$ cat src/rtl/fetch_pkg.sv
// -----------------------------------------------------------------------------
// fetch_pkg
// Shared constants for the instruction-fetch sequencing controller:
//   - FSM state encodings (2-bit, legacy-compatible localparams)
//   - IFU next-PC select codes driven on nPC_sel
//   - default reset PC and exception vector
// -----------------------------------------------------------------------------
package fetch_pkg;

   // FSM state encodings
   localparam logic [1:0] S_RUN     = 2'd0;
   localparam logic [1:0] S_MD_WAIT = 2'd1;
   localparam logic [1:0] S_EXC     = 2'd2;

   // IFU next-PC select
   localparam logic [1:0] NPC_SEQ = 2'b00;   // PC + 4
   localparam logic [1:0] NPC_BR  = 2'b01;   // branch, IFU applies cmp
   localparam logic [1:0] NPC_J   = 2'b10;   // j / jal
   localparam logic [1:0] NPC_REG = 2'b11;   // register / redirect target

   // Default addresses
   localparam logic [31:0] RESET_PC = 32'h0000_3000;
   localparam logic [31:0] EXC_VEC  = 32'h0000_4180;

endpackage

$ cat src/rtl/md_busy_cnt.sv
// -----------------------------------------------------------------------------
// md_busy_cnt
// Reloadable saturating down-counter tracking how long the mult/div unit
// stays busy after an issue.
//   clk      in  : clock
//   reset    in  : asynchronous reset, active-low
//   load     in  : mult/div issued; (re)load LOAD_VAL, even when nonzero
//   busy     out : counter is nonzero
// -----------------------------------------------------------------------------
module md_busy_cnt #(
   parameter logic [3:0] LOAD_VAL = 4'd5
) (
   input  logic clk,
   input  logic reset,
   input  logic load,
   output logic busy
);

   logic [3:0] cnt_reg;

   always_ff @(posedge clk or negedge reset) begin
      if (!reset) begin
         cnt_reg <= 4'd0;
      end else if (load) begin
         cnt_reg <= LOAD_VAL;
      end else if (cnt_reg != 4'd0) begin
         cnt_reg <= cnt_reg - 4'd1;
      end
   end

   assign busy = (cnt_reg != 4'd0);

endmodule

$ cat src/rtl/fetch_ctrl.sv
// -----------------------------------------------------------------------------
// fetch_ctrl
// Fetch sequencing controller for the five-stage MIPS pipeline. Chooses how
// the PC advances each cycle and drives IF/ID / ID/EX controls to match.
// Priority: exception > mult/div stall > load-use stall > eret > jr > jump >
// branch > sequential.
//
// Optional feature macro: FETCH_CTRL_EXC_EN
//   defined   : exception and eret redirect paths present, epc captured.
//   undefined : exc_req / is_eret ignored, EXC unreachable, epc = RESET_PC,
//               redir_sel / redir_pc tied to 0.
//
// Ports:
//   clk, reset (async, active-low)
//   ld_hazard, md_start, use_hilo, is_branch, is_jump, is_jr, is_eret : D/E info
//   exc_req, exc_pc           : M-stage exception request and its PC
//   nPC_sel[1:0]              : IFU next-PC select
//   redir_sel, redir_pc[31:0] : redirect override of the register-target mux
//   disable_PC, hold_D, clr_E, flush_D : pipeline controls
//   epc[31:0]                 : captured exception PC
// -----------------------------------------------------------------------------
module fetch_ctrl
   import fetch_pkg::*;
#(
   parameter logic [31:0] RESET_PC   = fetch_pkg::RESET_PC,
   parameter logic [31:0] EXC_VEC    = fetch_pkg::EXC_VEC,
   parameter int          MD_LATENCY = 5
) (
   input  logic        clk,
   input  logic        reset,
   input  logic        ld_hazard,
   input  logic        md_start,
   input  logic        use_hilo,
   input  logic        is_branch,
   input  logic        is_jump,
   input  logic        is_jr,
   input  logic        is_eret,
   input  logic        exc_req,
   input  logic [31:0] exc_pc,
   output logic [1:0]  nPC_sel,
   output logic        redir_sel,
   output logic [31:0] redir_pc,
   output logic        disable_PC,
   output logic        hold_D,
   output logic        clr_E,
   output logic        flush_D,
   output logic [31:0] epc
);

   logic [1:0] state_reg;
   logic [1:0] state_next;
   logic       md_busy;
   logic       exc_fire;
   logic       eret_req;

   md_busy_cnt #(
      .LOAD_VAL (4'(MD_LATENCY))
   ) u_md_busy_cnt (
      .clk   (clk),
      .reset (reset),
      .load  (md_start),
      .busy  (md_busy)
   );

`ifdef FETCH_CTRL_EXC_EN
   logic [31:0] epc_reg;

   // exc_req is masked during the single EXC cycle.
   assign exc_fire = exc_req && (state_reg != S_EXC);
   assign eret_req = is_eret;

   always_ff @(posedge clk or negedge reset) begin
      if (!reset) begin
         epc_reg <= RESET_PC;
      end else if (exc_fire) begin
         epc_reg <= exc_pc;
      end
   end

   assign epc = epc_reg;
`else
   logic unused_exc;

   assign exc_fire   = 1'b0;
   assign eret_req   = 1'b0;
   assign epc        = RESET_PC;
   assign unused_exc = ^{exc_req, is_eret, exc_pc, EXC_VEC};
`endif

   always_ff @(posedge clk or negedge reset) begin
      if (!reset) begin
         state_reg <= S_RUN;
      end else begin
         state_reg <= state_next;
      end
   end

   // Outputs are combinational; while reset is low they sit at their reset
   // values regardless of what the D-stage inputs say.
   always_comb begin
      state_next = S_RUN;
      nPC_sel    = NPC_SEQ;
      redir_sel  = 1'b0;
      redir_pc   = 32'd0;
      disable_PC = 1'b0;
      hold_D     = 1'b0;
      clr_E      = 1'b0;
      flush_D    = 1'b0;
      if (reset) begin
         case (state_reg)
            S_EXC: begin
               // Handler fetch is in flight; kill whatever sits in IF/ID.
               flush_D    = 1'b1;
               state_next = S_RUN;
            end
            default: begin
               // RUN and MD_WAIT share the decision chain. In MD_WAIT the
               // stall holds regardless of use_hilo until the counter drains;
               // on the drain cycle the held instruction proceeds normally.
               state_next = S_RUN;
               if (exc_fire) begin
                  // Exception overrides any stall in progress.
                  nPC_sel    = NPC_REG;
                  redir_sel  = 1'b1;
                  redir_pc   = EXC_VEC;
                  flush_D    = 1'b1;
                  clr_E      = 1'b1;
                  state_next = S_EXC;
               end else if (md_busy && (use_hilo || state_reg == S_MD_WAIT)) begin
                  disable_PC = 1'b1;
                  hold_D     = 1'b1;
                  clr_E      = 1'b1;
                  state_next = S_MD_WAIT;
               end else if (ld_hazard) begin
                  disable_PC = 1'b1;
                  hold_D     = 1'b1;
                  clr_E      = 1'b1;
               end else if (eret_req) begin
                  // eret has no delay slot, so the fetched successor is dropped.
                  nPC_sel   = NPC_REG;
                  redir_sel = 1'b1;
                  redir_pc  = epc;
                  flush_D   = 1'b1;
               end else if (is_jr) begin
                  nPC_sel = NPC_REG;
               end else if (is_jump) begin
                  nPC_sel = NPC_J;
               end else if (is_branch) begin
                  nPC_sel = NPC_BR;
               end
            end
         endcase
      end
   end

endmodule

$ cat config.mk
export PLATFORM = sky130hd
export DESIGN_NAME = fetch_ctrl
export DESIGN_NICKNAME = d
export VERILOG_FILES = /design/src/rtl/fetch_pkg.sv /design/src/rtl/md_busy_cnt.sv /design/src/rtl/fetch_ctrl.sv
export SDC_FILE = /design/constraint.sdc
export NUM_CORES = 1
export LEC_CHECK = 0
export CAP_MARGIN = 20
export CORE_ASPECT_RATIO = 0.8
export CORE_MARGIN = 5
export CORE_UTILIZATION = 27
export CTS_CLUSTER_SIZE = 10
export DETAILED_ROUTE_END_ITERATION = 8
export PLACE_DENSITY = 0.87
export SLEW_MARGIN = 20
export SYNTH_ARGS = -nofsm -noshare
export SYNTH_HDL_FRONTEND = slang
export SYNTH_SLANG_ARGS = --single-unit
$ cat constraint.sdc
create_clock -name clk -period 2.6 [get_ports clk]
set_input_delay 0.52 -clock clk [delete_from_list [all_inputs] [get_ports clk]]
set_output_delay 0.52 -clock clk [all_outputs]
set_load 0.005 [all_outputs]
==> qor.csv <==
metric,value,unit
outcome,finished clean,
initial core utilization,27.9,%
leakage power,0.450,nW
Synth Instances,105,
DR pass1 iterations,4,
fillers,351,
Die X,72.9,um
placed cell areas,761,um^2
Chip Height,60.3,um
routed len/inst,8.03,um
"EDFF count, synth",0,
CTS Buf Count,3,
unique cell type count in the Yosys netlist,19,
peak supply drop,0.187,mV
FP Rows,18,
min Tclk post-route,2520,ps
root buf cell,clkbuf_8,
# IOs,113,
vias per cell,2.94,
first-pass GRT wire length,1590,um
Seq cells post-synth,5,
PortBufs,12,
final worst slack,83.0,ps
ANT nets after route,0,
later-pin clock latency in the skew report,220,ps
syn avg cell area,8.13,um^2
hold slack,531,ps
synth cell count leaders,"68 x buf_4, 5 x dfrtp_1, 5 x nor2b_1",
Synth area leaders,"buf_4 60%, dfrtp_1 15%, nor2b_1 3.7%",
drc violations,0,
Place WS,-211,ps
H-tree Lvls,1,
Setup Skew,2.30,ps
fraction of layout cells with a size suffix above 1,7.63,%
gpl congestion,0.580,
vias in the first global route,368,
flip-flop count of the largest register after layout,4,
"Core Util, Final",26.3,%
cell accounting for the most synthesized area,buf_4,
Worst setup SP type,input pin,
post-synth top area share,59.8,%
Final Cycle Share,96.8,%
most frequent cell after synthesis,buf_4,
# setup viols final,0,
maxcap violations,0,
Post-CTS Setup Repair Bufs,0,
largest net degree at the start of global routing,8,
Max Fanout on Critical Path,3,
area delta synth->final,-5.72,%
path type of the worst setup path,input pin to output pin,
post-route design area,805,um^2
clk slew on worst S/H paths,40,ps
die area,4390,um^2
Nets,163,
WP data arrival,2000,ps
initial drt markers,3,
grt ovf,0,
CP endpoint kind,output pin,
clock sinks,5,
register area share after synthesis,14.7,%
GR Util All Layers,5.03,%
CORE AREA,3060,um^2
Main synth FF type,dfrtp_1,
initial antenna violation count,0,
deepest clock path buffer count,2,
vias,464,
HP Class,register to register,
ant diodes,0,
power density over the cells,407,nW/um^2
hpwl dp,1170,um
synthesis warning total,0,
TritonCTS clock tree,yes,
Max Slew Vio Count,0,
WL final,1270,um
total power draw,0.327,mW
CP required,2080,ps
asr flop ratio synth,100,%
Post-Syn Area,853,um^2
Max Clk Rate,397,MHz
RSZ-0062 raised after global routing,false,
final hold vios,0,
[cells by family (layout without fill, tap and decap cells)]
family          after synthesis  in the layout  share of synthesized area, %
buf+inv                      72             21                          61.6
simple gates                 16             16                          11.6
compound gates                5              5                          4.54
flops                         5              5                          14.7
mux                           3              3                          3.81
fa+ha+maj                     2              2                          2.93
other cells                   2             66                         0.880
[what timing repair did]
item / in CTS / in global routing
resized for setup: 6 / 0
hold buffers: 0 / 0
setup endpoints to repair: 5 / 0
[worst max-delay path, cell delays in order]
cell	delay, ps
clkdlybuf4s50_1	410
or4b_4	560
a221oi_2	240
dlygate4sd2_1	270
[final timing paths]
kind	from	cells after the start	slack (ps)	end
worst max-delay path	ld_hazard	4	80	nPC_sel[0]
min in group asynchronous	reset	2	700	u_md_busy_cnt.cnt_reg[0]
max in group asynchronous	reset	2	1790	u_md_busy_cnt.cnt_reg[2]
worst min-delay path	state_reg[0]	2	530	state_reg[0]
worst max register to register	u_md_busy_cnt.cnt_reg[0]	4	960	u_md_busy_cnt.cnt_reg[1]
worst min register to register	state_reg[0]	2	530	state_reg[0]
[layer usage]
layer	up-vias	GRT usage (%)	part of all wire, %
met1	206	4.67	27
met4	0	4.74	1.0
met5	-	0	0
met2	35	8.74	54
li1	221	-	-
met3	2	1.68	18
[where the power goes]
| group | leakage (nW) | internal (mW) | switching, mW |
|---|---|---|---|
| clock | 0.0228 | 0.105 | 0.0381 |
| combinational | 0.367 | 0.0380 | 0.0502 |
| sequential | 0.0603 | 0.0874 | 0.00816 |
| total | 0.450 | 0.231 | 0.0964 |
[layout by cell type (no fill, tap or decap), types with 2 or more instances in the layout]
master / netlist / layout
clkbuf_8: 0 / 3
inv_1: 4 / 4
ha_1: 2 / 2
conb_1: 2 / 66
nand2b_1: 2 / 2
o21ai_0: 2 / 2
dfrtp_1: 5 / 5
nor2_1: 3 / 3
nor3_1: 2 / 2
dlygate4sd2_1: 0 / 5
clkdlybuf4s50_1: 0 / 7
nor2b_1: 5 / 5
mux2_2: 2 / 2
[final cells by class]
cell class | count | area, um^2 | area share [%]
Sequential cell | 5 | 125 | 15.6
Multi-Input combinational cell | 92 | 448 | 55.7
Timing Repair Buffer | 13 | 121 | 15.1
Inverter | 4 | 15.0 | 1.87
Clock buffer | 4 | 45.0 | 5.60
Tap cell | 40 | 50.0 | 6.22
[through the flow]
stage,TNS [ps],std cells
finish,0,158
global route,0,158
CTS,0,158
detailed placement,-572,154
global placement,-507,154
floorplan,0,169
No activity file was read; power rests on OpenSTA's default activity.
